## config.mk

```make
export PLATFORM = sky130hd
export DESIGN_NAME = pc_sequencer_flat
export DESIGN_NICKNAME = d
export VERILOG_FILES = /design/src/rtl/pc_sequencer_if.sv /design/src/rtl/pc_sequencer.sv /design/src/flat_wrapper.sv
export SDC_FILE = /design/constraint.sdc
export NUM_CORES = 1
export LEC_CHECK = 0
export ABC_AREA = 1
export CAP_MARGIN = 10
export CELL_PAD_IN_SITES_DETAIL_PLACEMENT = 0
export CELL_PAD_IN_SITES_GLOBAL_PLACEMENT = 2
export CORE_ASPECT_RATIO = 1.5
export CORE_MARGIN = 2
export CORE_UTILIZATION = 28
export DETAILED_ROUTE_END_ITERATION = 10
export PLACE_DENSITY_LB_ADDON = 0.1
export SETUP_SLACK_MARGIN = 0.15
export SLEW_MARGIN = 0
export SYNTH_ARGS = -nofsm -noshare
export SYNTH_HDL_FRONTEND = slang
export SYNTH_SLANG_ARGS = --single-unit
export TNS_END_PERCENT = 20
```

## constraint.sdc

```tcl
create_clock -name clk -period 1.8 [get_ports clk]
set_input_delay 0.18 -clock clk [delete_from_list [all_inputs] [get_ports clk]]
set_output_delay 0.18 -clock clk [all_outputs]
set_load 0.01 [all_outputs]
```

## src/rtl/pc_sequencer_if.sv

```systemverilog
// pc_sequencer_if: instruction-memory fetch handshake between the sequencer and memory
//   mem_req      sequencer -> memory : fetch request for the sequencer's current pc
//   mem_ready    memory -> sequencer : instruction word valid this cycle
//   instr_op     memory -> sequencer : opcode (00 NOP, 01 JMP, 10 BZ, 11 HALT)
//   instr_target memory -> sequencer : jump/branch target
interface pc_sequencer_if #(
    parameter int PC_WIDTH = 3
);
    logic                mem_req;
    logic                mem_ready;
    logic [1:0]          instr_op;
    logic [PC_WIDTH-1:0] instr_target;
    modport master (output mem_req, input mem_ready, instr_op, instr_target);
    modport slave  (input mem_req, output mem_ready, instr_op, instr_target);
endinterface

```

## src/rtl/pc_sequencer.sv

```systemverilog
// pc_sequencer: program counter owner stepping FETCH/EXEC for NOP, JMP, BZ, HALT
//   clk, rstn         clock and asynchronous active-low reset
//   start             leave IDLE or restart from HALT
//   zero_flag         datapath zero flag, used by BZ in EXEC
//   mem               fetch handshake (master side)
//   pc, state         program counter and debug state (0 IDLE,1 FETCH,2 EXEC,3 HALT)
//   exec_valid/halted Moore decodes of the state
//   fault             sticky fetch-timeout flag, cleared by restart from HALT
module pc_sequencer #(
    parameter int PC_WIDTH = 3,
    parameter int TIMEOUT  = 8
) (
    input  logic                 clk,
    input  logic                 rstn,
    input  logic                 start,
    input  logic                 zero_flag,
    pc_sequencer_if.master       mem,
    output logic [PC_WIDTH-1:0]  pc,
    output logic [1:0]           state,
    output logic                 exec_valid,
    output logic                 halted,
    output logic                 fault
);
    localparam int CW = $clog2(TIMEOUT + 1);
    typedef enum logic [1:0] {S_IDLE, S_FETCH, S_EXEC, S_HALT} state_t;
    state_t              r_state, w_state_nxt;
    logic [PC_WIDTH-1:0] r_pc, w_pc_nxt, r_tgt, w_tgt_nxt, w_pc_inc;
    logic [1:0]          r_op, w_op_nxt;
    logic [CW-1:0]       r_cnt, w_cnt_nxt, w_cnt_inc;
    logic                r_fault, w_fault_nxt;
    assign w_pc_inc  = r_pc + PC_WIDTH'(1);
    assign w_cnt_inc = r_cnt + CW'(1);
    always_ff @(posedge clk or negedge rstn) begin
        if (!rstn) begin
            r_state <= S_IDLE;
            r_pc    <= '0;
            r_fault <= 1'b0;
            r_cnt   <= '0;
            r_op    <= '0;
            r_tgt   <= '0;
        end else begin
            r_state <= w_state_nxt;
            r_pc    <= w_pc_nxt;
            r_fault <= w_fault_nxt;
            r_cnt   <= w_cnt_nxt;
            r_op    <= w_op_nxt;
            r_tgt   <= w_tgt_nxt;
        end
    end
    always_comb begin
        w_state_nxt = r_state;
        w_pc_nxt    = r_pc;
        w_fault_nxt = r_fault;
        w_cnt_nxt   = r_cnt;
        w_op_nxt    = r_op;
        w_tgt_nxt   = r_tgt;
        case (r_state)
            S_IDLE: begin
                if (start) begin
                    w_state_nxt = S_FETCH;
                    w_cnt_nxt   = '0;
                end
            end
            S_FETCH: begin
                // an ack on the final allowed cycle is still accepted
                if (mem.mem_ready) begin
                    w_op_nxt    = mem.instr_op;
                    w_tgt_nxt   = mem.instr_target;
                    w_cnt_nxt   = '0;
                    w_state_nxt = S_EXEC;
                end else begin
                    w_cnt_nxt = w_cnt_inc;
                    if (w_cnt_inc == CW'(TIMEOUT)) begin
                        w_state_nxt = S_HALT;
                        w_fault_nxt = 1'b1;
                    end
                end
            end
            S_EXEC: begin
                w_cnt_nxt   = '0;
                w_state_nxt = (r_op == 2'b11) ? S_HALT : S_FETCH;
                w_pc_nxt    = (r_op == 2'b00) ? w_pc_inc :
                              (r_op == 2'b01) ? r_tgt :
                              (r_op == 2'b10) ? (zero_flag ? r_tgt : w_pc_inc) : r_pc;
            end
            S_HALT: begin
                if (start) begin
                    w_pc_nxt    = '0;
                    w_fault_nxt = 1'b0;
                    w_cnt_nxt   = '0;
                    w_state_nxt = S_FETCH;
                end
            end
            default: w_state_nxt = S_IDLE;
        endcase
    end
    assign mem.mem_req = (r_state == S_FETCH);
    assign exec_valid  = (r_state == S_EXEC);
    assign halted      = (r_state == S_HALT);
    assign pc          = r_pc;
    assign state       = r_state;
    assign fault       = r_fault;
endmodule
```

## src/flat_wrapper.sv

```systemverilog
// flat-port wrapper written by rule: the top's interface ports become plain ports
module pc_sequencer_flat 
#(
    parameter int PC_WIDTH = 3,
    parameter int TIMEOUT  = 8
)
  (clk, rstn, start, zero_flag, pc, state, exec_valid, halted, fault, mem_mem_req, mem_mem_ready, mem_instr_op, mem_instr_target);
  pc_sequencer_if #(.PC_WIDTH(PC_WIDTH)) mem_i ();
  input  logic clk;
  input  logic rstn;
  input  logic start;
  input  logic zero_flag;
  output logic [PC_WIDTH-1:0] pc;
  output logic [1:0] state;
  output logic exec_valid;
  output logic halted;
  output logic fault;
  output wire logic [$bits(mem_i.mem_req)-1:0] mem_mem_req;
  input wire logic [$bits(mem_i.mem_ready)-1:0] mem_mem_ready;
  input wire logic [$bits(mem_i.instr_op)-1:0] mem_instr_op;
  input wire logic [$bits(mem_i.instr_target)-1:0] mem_instr_target;
  assign mem_mem_req = mem_i.mem_req;
  assign mem_i.mem_ready = mem_mem_ready;
  assign mem_i.instr_op = mem_instr_op;
  assign mem_i.instr_target = mem_instr_target;
  pc_sequencer #(.PC_WIDTH(PC_WIDTH), .TIMEOUT(TIMEOUT)) u_core (.clk(clk), .rstn(rstn), .start(start), .zero_flag(zero_flag), .mem(mem_i), .pc(pc), .state(state), .exec_valid(exec_valid), .halted(halted), .fault(fault));
endmodule
```

==> results.toml, run 1 <==
[sta]
grt_setup_unrepaired = "true"
slew_violations = 0
postLayoutSetupSlackWorst_ps = 135
tns_ps = 0
relSlewSlack_pct = 79.7
setup_viol = 0
tightest_slew_ps = 302
skew_ps = 6.97
period_needed_ps = 1670
hold_viol = 0
fmax_mhz = 600
period_share_pct = 92.5
fin_hold_ws_ps = 252

[cells_and_area]
final_area_mm2 = 0.00113
diodes = 0
fin_nets = 143
drive_above_1_share_pct = 13.5
area_growth_pct = 34.2

[floorplan]
fp.dieArea_mm2 = 0.00348
rows = 24
fp.dieW_um = 48.8
core_area_mm2 = 0.00288
io_pins = 19
start_util_pct = 29.3
die_y_um = 71.3

[synth]
yosysMostFrequentCell = "nand2_1"
synthTopCellsByArea = "dfrtp_1 44%, nand2_1 10%, ha_1 8.9%, inv_1 6.2%, o21ai_0 5.3%"
synthFlopType = "dfrtp_1"
synth_fp_nets = 119
synth_edf_count = 0
yosys.area.top_type_share_pct = 44.4
yosysSeqAreaShare_pct = 44.4
ys_types = 18
yosysTopAreaCell = "dfrtp_1"
synthArstFlopShare_pct = 100
postSynthCellCount = 103
synth_common_cells = "23 x nand2_1, 15 x dfrtp_1, 14 x inv_1"
ys_ff_latch = 15
ys_warn_count = 0
syn_area_per_cell_um2 = 8.20
syn-cell-area_um2 = 845

[clocking]
cts_tree = "done"
postCtsHoldBufs = 0
clk_latency_ps = 250
path_clk_slew_ps = 70
cts_root_buf = "clkbuf_8"
cts_sinks = 15
clockBufferDepth = 2
cts-htree-levels = 1
cts_buffers = 3

[routing]
vias = 722
wl_per_cell_um = 11.3
firstDrtPassIters = 4
wl_um = 1860
vias_per_cell = 4.38
drcViolationCount = 0
drt_iter0_drc = 2
antenna_left = 0

[job]
drv_cap = 0

[global_routing]
antenna_found_initial = 0
grt_pass1_wl_um = 3360
first_global_vias = 769
grt_usage_pct = 12.5
grt_max_degree = 16
grt_overflow_total = 0

[power]
power_frac_comb_pct = 51.4
p_leak_nw = 0.584
power_frac_clock_pct = 15.7
p_total_mw = 1.74
switchingPower_mw = 0.714
sequentialPowerShare_pct = 33.0
p_per_area_mw_per_mm2 = 1530
ir_drop_uv = 853
internal-power_mw = 1.02
swShare_pct = 41.1

[critical_path]
reg2reg_to = "u_core.r_cnt[3]"
critPathLaunchType = "register"
timing.rr.start = "u_core.state[0]"
ff2ff_setup_slack_ps = 350
critical_path_arrival_ps = 1490
reg2reg_depth = 7
path_max_fanout = 6
worstPathRequired_ps = 1620
cp-end-kind = "primary output"
critPathKind = "register to primary output"

[place]
place_area_mm2 = 0.00108
gp_congestion = 0.708
portBuffers = 18
hpwl_um = 1510
dpl_worst_slack_ps = 310

[run_status]
outcome = "complete, no violations"

[hold_path]
hold_path.class = "primary input to async pin"
## layout make-up
cell class              instances  area, µm²
flip-flops and latches         15        375
repair buffers                 19        189
inverters                      15       56.3
fillers                       322       1750
clock inverters                 1       5.00
clock buffers                   3       41.3
multi-input cells              73        418
well taps                      39       48.8
## through the flow
| step | util [%] | instances |
|---|---|---|
| floorplan | - | 103 |
| global placement | 37.5 | 161 |
| detailed placement | 37.5 | 161 |
| CTS | 39.1 | 165 |
| global route | 39.3 | 165 |
| finish | 39.3 | 165 |
## power by group through the flow
stage               logic (mW)  clock network [mW]  registers [mW]
floorplan                0.547                   0           0.587
global route              1.03               0.301           0.595
finish                   0.891               0.272           0.572
CTS                      0.919               0.285           0.575
global placement         0.911                   0           0.582
detailed placement       0.917                   0           0.581
## worst max-delay path by stage
stage	from	end	depth (start not counted)	slack, ps
final	u_core.state[0]	halted	2	130
after floorplan	u_core.state[1]	u_core.fault	8	400
after detailed placement	u_core.state[1]	mem_mem_req	3	310
after global routing	u_core.state[0]	halted	2	30
after CTS	u_core.state[1]	mem_mem_req	3	80
after global placement	u_core.state[1]	mem_mem_req	3	320
## routing by layer
| metal | wire, µm | up-vias | GRT usage (%) |
|---|---|---|---|
| met5 | 0 | - | 0 |
| met4 | 20 | 0 | 5.71 |
| met3 | 52 | 2 | 2.50 |
| met2 | 1040 | 9 | 22.1 |
| met1 | 750 | 332 | 14.5 |
| li1 | - | 379 | - |
## cells by family after synthesis
group                    share of synthesized area (%)
multiplexers                                      1.33
AND/OR/NAND/NOR                                   26.5
buffers and inverters                             6.67
XOR/XNOR                                          1.04
adder cells (fa/ha/maj)                           8.89
flip-flops                                        44.4
AO/OA/AOI/OAI                                     11.1
## sequential cells by signal, indices dropped and copies added (netlist names)
name / cells
u_core.r_cnt: 4
u_core.pc: 3
u_core.r_tgt: 3
u_core.r_op: 2
u_core.state: 2
u_core.fault: 1
## repair_timing
item,CTS,global route
resized for setup,2,2
endpoints found under the setup margin,3,2
buffers inserted,0,0
## worst max-delay path, stage by stage, from the launching register on
cell,delay (ps)
dfrtp_1,450
ha_2,250
clkdlybuf4s50_1,540
## placed cells by master (no fill, tap or decap)
cell type / instances
clkbuf_8: 3
o21ai_2: 1
inv_1: 14
dfrtp_1: 15
nand3_1: 7
ha_1: 4
clkdlybuf4s50_1: 16
o31ai_1: 1
dlygate4sd2_1: 1
xor2_1: 1
mux2_2: 1
nand2_2: 4
nand4_1: 2
nand2_1: 23
nor2_1: 9
o211ai_1: 1
ha_2: 2
buf_4: 1
clkinv_2: 1
a21oi_1: 5
nand2_4: 1
dlymetal6s2s_1: 1
nand3_2: 2
o21ai_0: 9
inv_2: 1
No activity file was read; power rests on OpenSTA's default activity.
==> run 2, diff against run 1 <==
--- a/config.mk
+++ b/config.mk
@@ -15,6 +15,7 @@
 export DETAILED_ROUTE_END_ITERATION = 10
 export PLACE_DENSITY_LB_ADDON = 0.1
 export SETUP_SLACK_MARGIN = 0.15
+export SKIP_CTS_REPAIR_TIMING = 1
 export SLEW_MARGIN = 0
 export SYNTH_ARGS = -nofsm -noshare
 export SYNTH_HDL_FRONTEND = slang
==> run 2 against run 1 <==
  * Combinational power up 1%
  * Final cell count unchanged
  * Via count up 0.28%
  * Critical path type unchanged
  * Sequential power about the same
  * Count of clock-buffer cells in the layout unchanged
  * Largest power group unchanged
  * Core utilization up 0.13 points
  * Clock skew about the same
  * Fmax down 2.1%
  * Register-to-register slack better by 30 ps
  * Largest cell class unchanged
  * Cell area up 0.33%
==> results.toml, run 2 (same netlist as run 1, synthesis figures left out) <==
[run_status]
outcome = "complete, no violations"

[critical_path]
setup.worst_path.start = "u_core.state[0]"
cpPeakStageDelay_ps = 540
critPathKind = "register to primary output"
reg2reg_to = "u_core.r_cnt[3]"
ff2ff_setup_slack_ps = 380
critical_path_arrival_ps = 1520
crit_family = "buffers and inverters"
cp.depth = 3
critPathLaunchType = "register"
crit_chain = "inv_1 > ha_2 > clkdlybuf4s50_1"
cp-end-kind = "primary output"
timing.rr.start = "u_core.state[0]"
worstPathRequired_ps = 1620
path_max_fanout = 6
reg2reg_depth = 7
cp_slowest_cell = "clkdlybuf4s50_1"
path_buf_inv = 2
cp-endpoint = "exec_valid"

[cells_and_area]
largest_register_ff_count = 4
final_area_mm2 = 0.00114
regMostFlops = "u_core.r_cnt"
drive_above_1_share_pct = 14.3
layout.cells.most_common = "nand2_1"
diodes = 0
area_growth_pct = 34.7
mostFrequentLayoutCells = "23 x nand2_1, 17 x clkdlybuf4s50_1, 15 x dfrtp_1, 14 x inv_1"
fin_nets = 143

[sta]
relSlewSlack_pct = 79.6
period_share_pct = 94.5
slew_violations = 0
setup_viol = 0
hold_viol = 0
grt_setup_unrepaired = "true"
tightest_slew_ps = 302
skew_ps = 6.49
period_needed_ps = 1700
postLayoutSetupSlackWorst_ps = 99.0
tns_ps = 0
fmax_mhz = 588

[place]
portBuffers = 18
place_area_mm2 = 0.00108
hpwl_um = 1510
gp_congestion = 0.708
dpl_worst_slack_ps = 310

[routing]
firstDrtPassIters = 2
drcViolationCount = 0
antenna_left = 0
wl_per_cell_um = 11.2
vias = 724
drt_iter0_drc = 1
vias_per_cell = 4.39
wl_um = 1850

[clocking]
cts_tree = "done"
clockBufferDepth = 2
path_clk_slew_ps = 70
cts_buffers = 3
cts-htree-levels = 1
clk_latency_ps = 250
cts_sinks = 15
cts_root_buf = "clkbuf_8"

[power]
p_leak_nw = 0.578
p_total_mw = 1.75
p_per_area_mw_per_mm2 = 1530
ir_drop_uv = 658

[job]
drv_cap = 0

[floorplan]
io_pins = 19
fp.dieW_um = 48.8
die_y_um = 71.3
fp.dieArea_mm2 = 0.00348
rows = 24
start_util_pct = 29.3
core_area_mm2 = 0.00288

[global_routing]
grt_max_degree = 16
grt_overflow_total = 0
first_global_vias = 769
grt_pass1_wl_um = 3360
antenna_found_initial = 0
grt_usage_pct = 12.5

[hold_path]
hold_path.class = "primary input to async pin"
## run 2: changes by cell type in the layout (fill, tap and decap cells not counted), sizes merged
cell	before	now
dlygate4sd2	1	0
clkdlybuf4s50	16	17
## run 2: worst min path at each step
stage,from,end,depth (start not counted)
after floorplan,rstn,u_core.fault,0
after global placement,u_core.fault,u_core.fault,2
after detailed placement,u_core.fault,u_core.fault,2
after CTS,rstn,u_core.r_tgt[1],2
after global routing,rstn,u_core.pc[2],2
final,rstn,u_core.r_tgt[1],2
## run 2: per-stage QoR
step,util [%],hold WS (ps),cells
after global routing,39.5,268,165
after global placement,37.5,491,161
after floorplan,-,-116,103
after detailed placement,37.5,481,161
final,39.5,251,165
after CTS,39.1,257,165
## run 2: area by class of cell
class,count,area [µm²]
clock buffer,3,41.3
clock inverter,1,5.00
fill,320,1750
inverter,15,56.3
multi-input combinational,73,420
sequential,15,375
tap,39,48.8
timing repair buffer,19,190
## run 2: worst register-to-register path, stage by stage, from the launching register on
cell	delay, ps
dfrtp_1	440
inv_1	70
ha_2	380
nand2_4	90
nand2_1	130
inv_2	60
nand3_1	60
o21ai_0	80
## run 2: report_power, final
group          switching, mW  internal, mW  total (mW)
combinational          0.490         0.412       0.902
sequential             0.103         0.470       0.573
clock                  0.118         0.153       0.271
total                  0.710          1.03        1.75
## run 2: metal layers
| metal | share of wire [%] | vias up | routed length (µm) | GRT usage [%] |
|---|---|---|---|---|
| met1 | 40 | 335 | 747 | 14.5 |
| met3 | 2.8 | 2 | 52 | 2.50 |
| met5 | 0 | - | 0 | 0 |
| li1 | - | 378 | - | - |
| met4 | 1.1 | 0 | 20 | 5.71 |
| met2 | 56 | 9 | 1030 | 22.1 |
==> run 3, diff against run 2 <==
--- a/config.mk
+++ b/config.mk
@@ -5,13 +5,13 @@
 export SDC_FILE = /design/constraint.sdc
 export NUM_CORES = 1
 export LEC_CHECK = 0
-export ABC_AREA = 1
+export ABC_AREA = 0
 export CAP_MARGIN = 10
 export CELL_PAD_IN_SITES_DETAIL_PLACEMENT = 0
 export CELL_PAD_IN_SITES_GLOBAL_PLACEMENT = 2
 export CORE_ASPECT_RATIO = 1.5
 export CORE_MARGIN = 2
-export CORE_UTILIZATION = 28
+export CORE_UTILIZATION = 30
 export DETAILED_ROUTE_END_ITERATION = 10
 export PLACE_DENSITY_LB_ADDON = 0.1
 export SETUP_SLACK_MARGIN = 0.15
==> run 3 against run 2 <==
  * Synthesized cell count shrank 24%
  * Largest power group unchanged
  * Non-clock buffer count increased by 4
  * Register-to-register slack got worse by 210 ps
  * Clock skew shrank 5.7 ps
==> results.toml, run 3 <==
[critical_path]
reg2reg_to = "u_core.state[1]"
worstPathRequired_ps = 1620
cp_slowest_cell = "clkdlybuf4s50_1"
cp-end-kind = "primary output"
critPathKind = "register to primary output"
cp.depth = 3
critical_path_arrival_ps = 1510
crit_chain = "inv_1 > ha_1 > clkdlybuf4s50_1"
timing.rr.start = "u_core.state[0]"
path_max_fanout = 6
ff2ff_setup_slack_ps = 170
cpPeakStageDelay_ps = 550
critPathLaunchType = "register"
crit_family = "buffers and inverters"
reg2reg_depth = 5
path_buf_inv = 2

[sta]
setup_viol = 0
hold_viol = 0
grt_setup_unrepaired = "true"
period_needed_ps = 1690
skew_ps = 0.794
period_share_pct = 93.9
relSlewSlack_pct = 82.1
fmax_mhz = 592
tightest_slew_ps = 268
tns_ps = 0
slew_violations = 0

[clocking]
cts_root_buf = "clkbuf_8"
cts-htree-levels = 1
clockBufferDepth = 2
cts_sinks = 15
clk_latency_ps = 250
cts_tree = "done"
cts_buffers = 3
path_clk_slew_ps = 60

[synth]
synth_fp_nets = 94
synth_top_family_by_area = "simple AND/OR/NAND/NOR gates"
muxShareOfSynthArea_pct = 11.9
syn_area_per_cell_um2 = 10.5
ys_types = 26
yosysTopAreaCell = "dfrtp_1"
synth_xor_xnor_area_share_pct = 0
ys_ff_latch = 15
synthFlopType = "dfrtp_1"
synth_common_cells = "15 x dfrtp_1, 10 x nand2_1, 7 x o21ai_0"
yosys.area.top_type_share_pct = 45.8
synthArstFlopShare_pct = 100
syn-cell-area_um2 = 820
yosysMostFrequentCell = "dfrtp_1"
synthTopCellsByArea = "dfrtp_1 46%, ha_1 9.2%, mux2_2 6.9%, nand2_1 4.6%, o21ai_0 4.3%"
synth_compound_area_share_pct = 14.8
synthAdderAreaFrac_pct = 9.16
synthSimpleGateAreaFrac_pct = 16.0
yosysSeqAreaShare_pct = 45.8
synth_edf_count = 0
ys_warn_count = 0
postSynthCellCount = 78

[power]
internal-power_mw = 1.10
p_total_mw = 1.73
power_frac_clock_pct = 16.1
p_leak_nw = 0.509
power_frac_comb_pct = 49.3
ir_drop_uv = 631
p_per_area_mw_per_mm2 = 1520
sequentialPowerShare_pct = 34.6
swShare_pct = 36.6
switchingPower_mw = 0.631

[floorplan]
fp.dieArea_mm2 = 0.00317
die_y_um = 68.0
core_area_mm2 = 0.00265
start_util_pct = 31.0
rows = 23
fp.dieW_um = 46.7
io_pins = 19

[routing]
vias_per_cell = 4.73
wl_um = 1800
drcViolationCount = 0
vias = 667
firstDrtPassIters = 4
drt_iter0_drc = 16
antenna_left = 0
wl_per_cell_um = 12.8

[cells_and_area]
drive_above_1_share_pct = 18.3
fin_nets = 121
regMostFlops = "u_core.r_cnt"
layout.cells.most_common = "clkdlybuf4s50_1"
largest_register_ff_count = 4
area_growth_pct = 38.5
mostFrequentLayoutCells = "17 x clkdlybuf4s50_1, 14 x dfrtp_1, 10 x nand2_1, 7 x o21ai_0"
diodes = 0

[global_routing]
grt_max_degree = 16
antenna_found_initial = 0
grt_usage_pct = 13.5
grt_pass1_wl_um = 3070
first_global_vias = 707
grt_overflow_total = 0

[place]
hpwl_um = 1420
portBuffers = 18
gp_congestion = 0.753

[run_status]
outcome = "complete, no violations"

[job]
drv_cap = 0

[hold_path]
hold_path.class = "primary input to async pin"
-- run 3: logic make-up after synthesis --
kind of cell | count (synthesis)
adder cells (fa/ha/maj) | 6
multiplexers | 9
AO/OA/AOI/OAI | 18
AND/OR/NAND/NOR | 25
flip-flops | 15
buffers and inverters | 5
-- run 3: layer usage --
layer | global-route usage [%] | vias to the layer above | part of all wire (%)
met3 | 2.37 | 4 | 3.1
met1 | 14.7 | 321 | 39
met4 | 6.25 | 0 | 1.3
met5 | 0 | - | 0
li1 | - | 328 | -
met2 | 24.5 | 14 | 56
-- run 3: worst max-delay path by stage --
stage	from	end	slack (ps)
2_1_floorplan	u_core.state[0]	u_core.state[1]	160
3_3_place_gp	u_core.state[0]	u_core.state[1]	180
3_5_place_dp	u_core.state[0]	u_core.state[1]	190
4_1_cts	u_core.state[1]	mem_mem_req	30
5_1_grt	u_core.state[0]	exec_valid	50
6_report	u_core.state[0]	exec_valid	110
-- run 3: worst reg2reg max path, delay by kind of cell, from the launching register on --
family,cells,cell delay (ps)
AO/OA/AOI/OAI,1,240
adder cells (fa/ha/maj),1,300
buffers and inverters,1,60
flip-flops,1,420
multiplexers,1,350
AND/OR/NAND/NOR,1,150
-- run 3: metrics by stage --
stage                     std cells  util [%]  setup slack (ps)  hold WS, ps  instance area, µm²
after floorplan                  78         -               155         -116                 822
after global placement          137      40.8               181          496                1080
after detailed placement        137      40.8               195          502                1080
after CTS                       141      42.6              31.7          250                1130
after global routing            141      42.9              50.3          265                1130
final                           141      42.9               110          241                1130
-- run 3: area by class of cell --
type,count,area (µm²)
Timing Repair Buffer,23,220
Clock buffer,3,41.3
Multi-Input combinational cell,58,430
Sequential cell,15,377
Inverter,4,15.0
Tap cell,37,46.3
Clock inverter,1,5.00
Fill cell,286,1510
-- run 3: power by group through the flow --
| stage | registers, mW | clock network, mW | logic (mW) |
|---|---|---|---|
| finish | 0.597 | 0.279 | 0.851 |
| detailed placement | 0.606 | 0 | 0.868 |
| CTS | 0.600 | 0.294 | 0.869 |
| global placement | 0.604 | 0 | 0.860 |
| floorplan | 0.590 | 0 | 0.485 |
| global route | 0.619 | 0.309 | 0.952 |
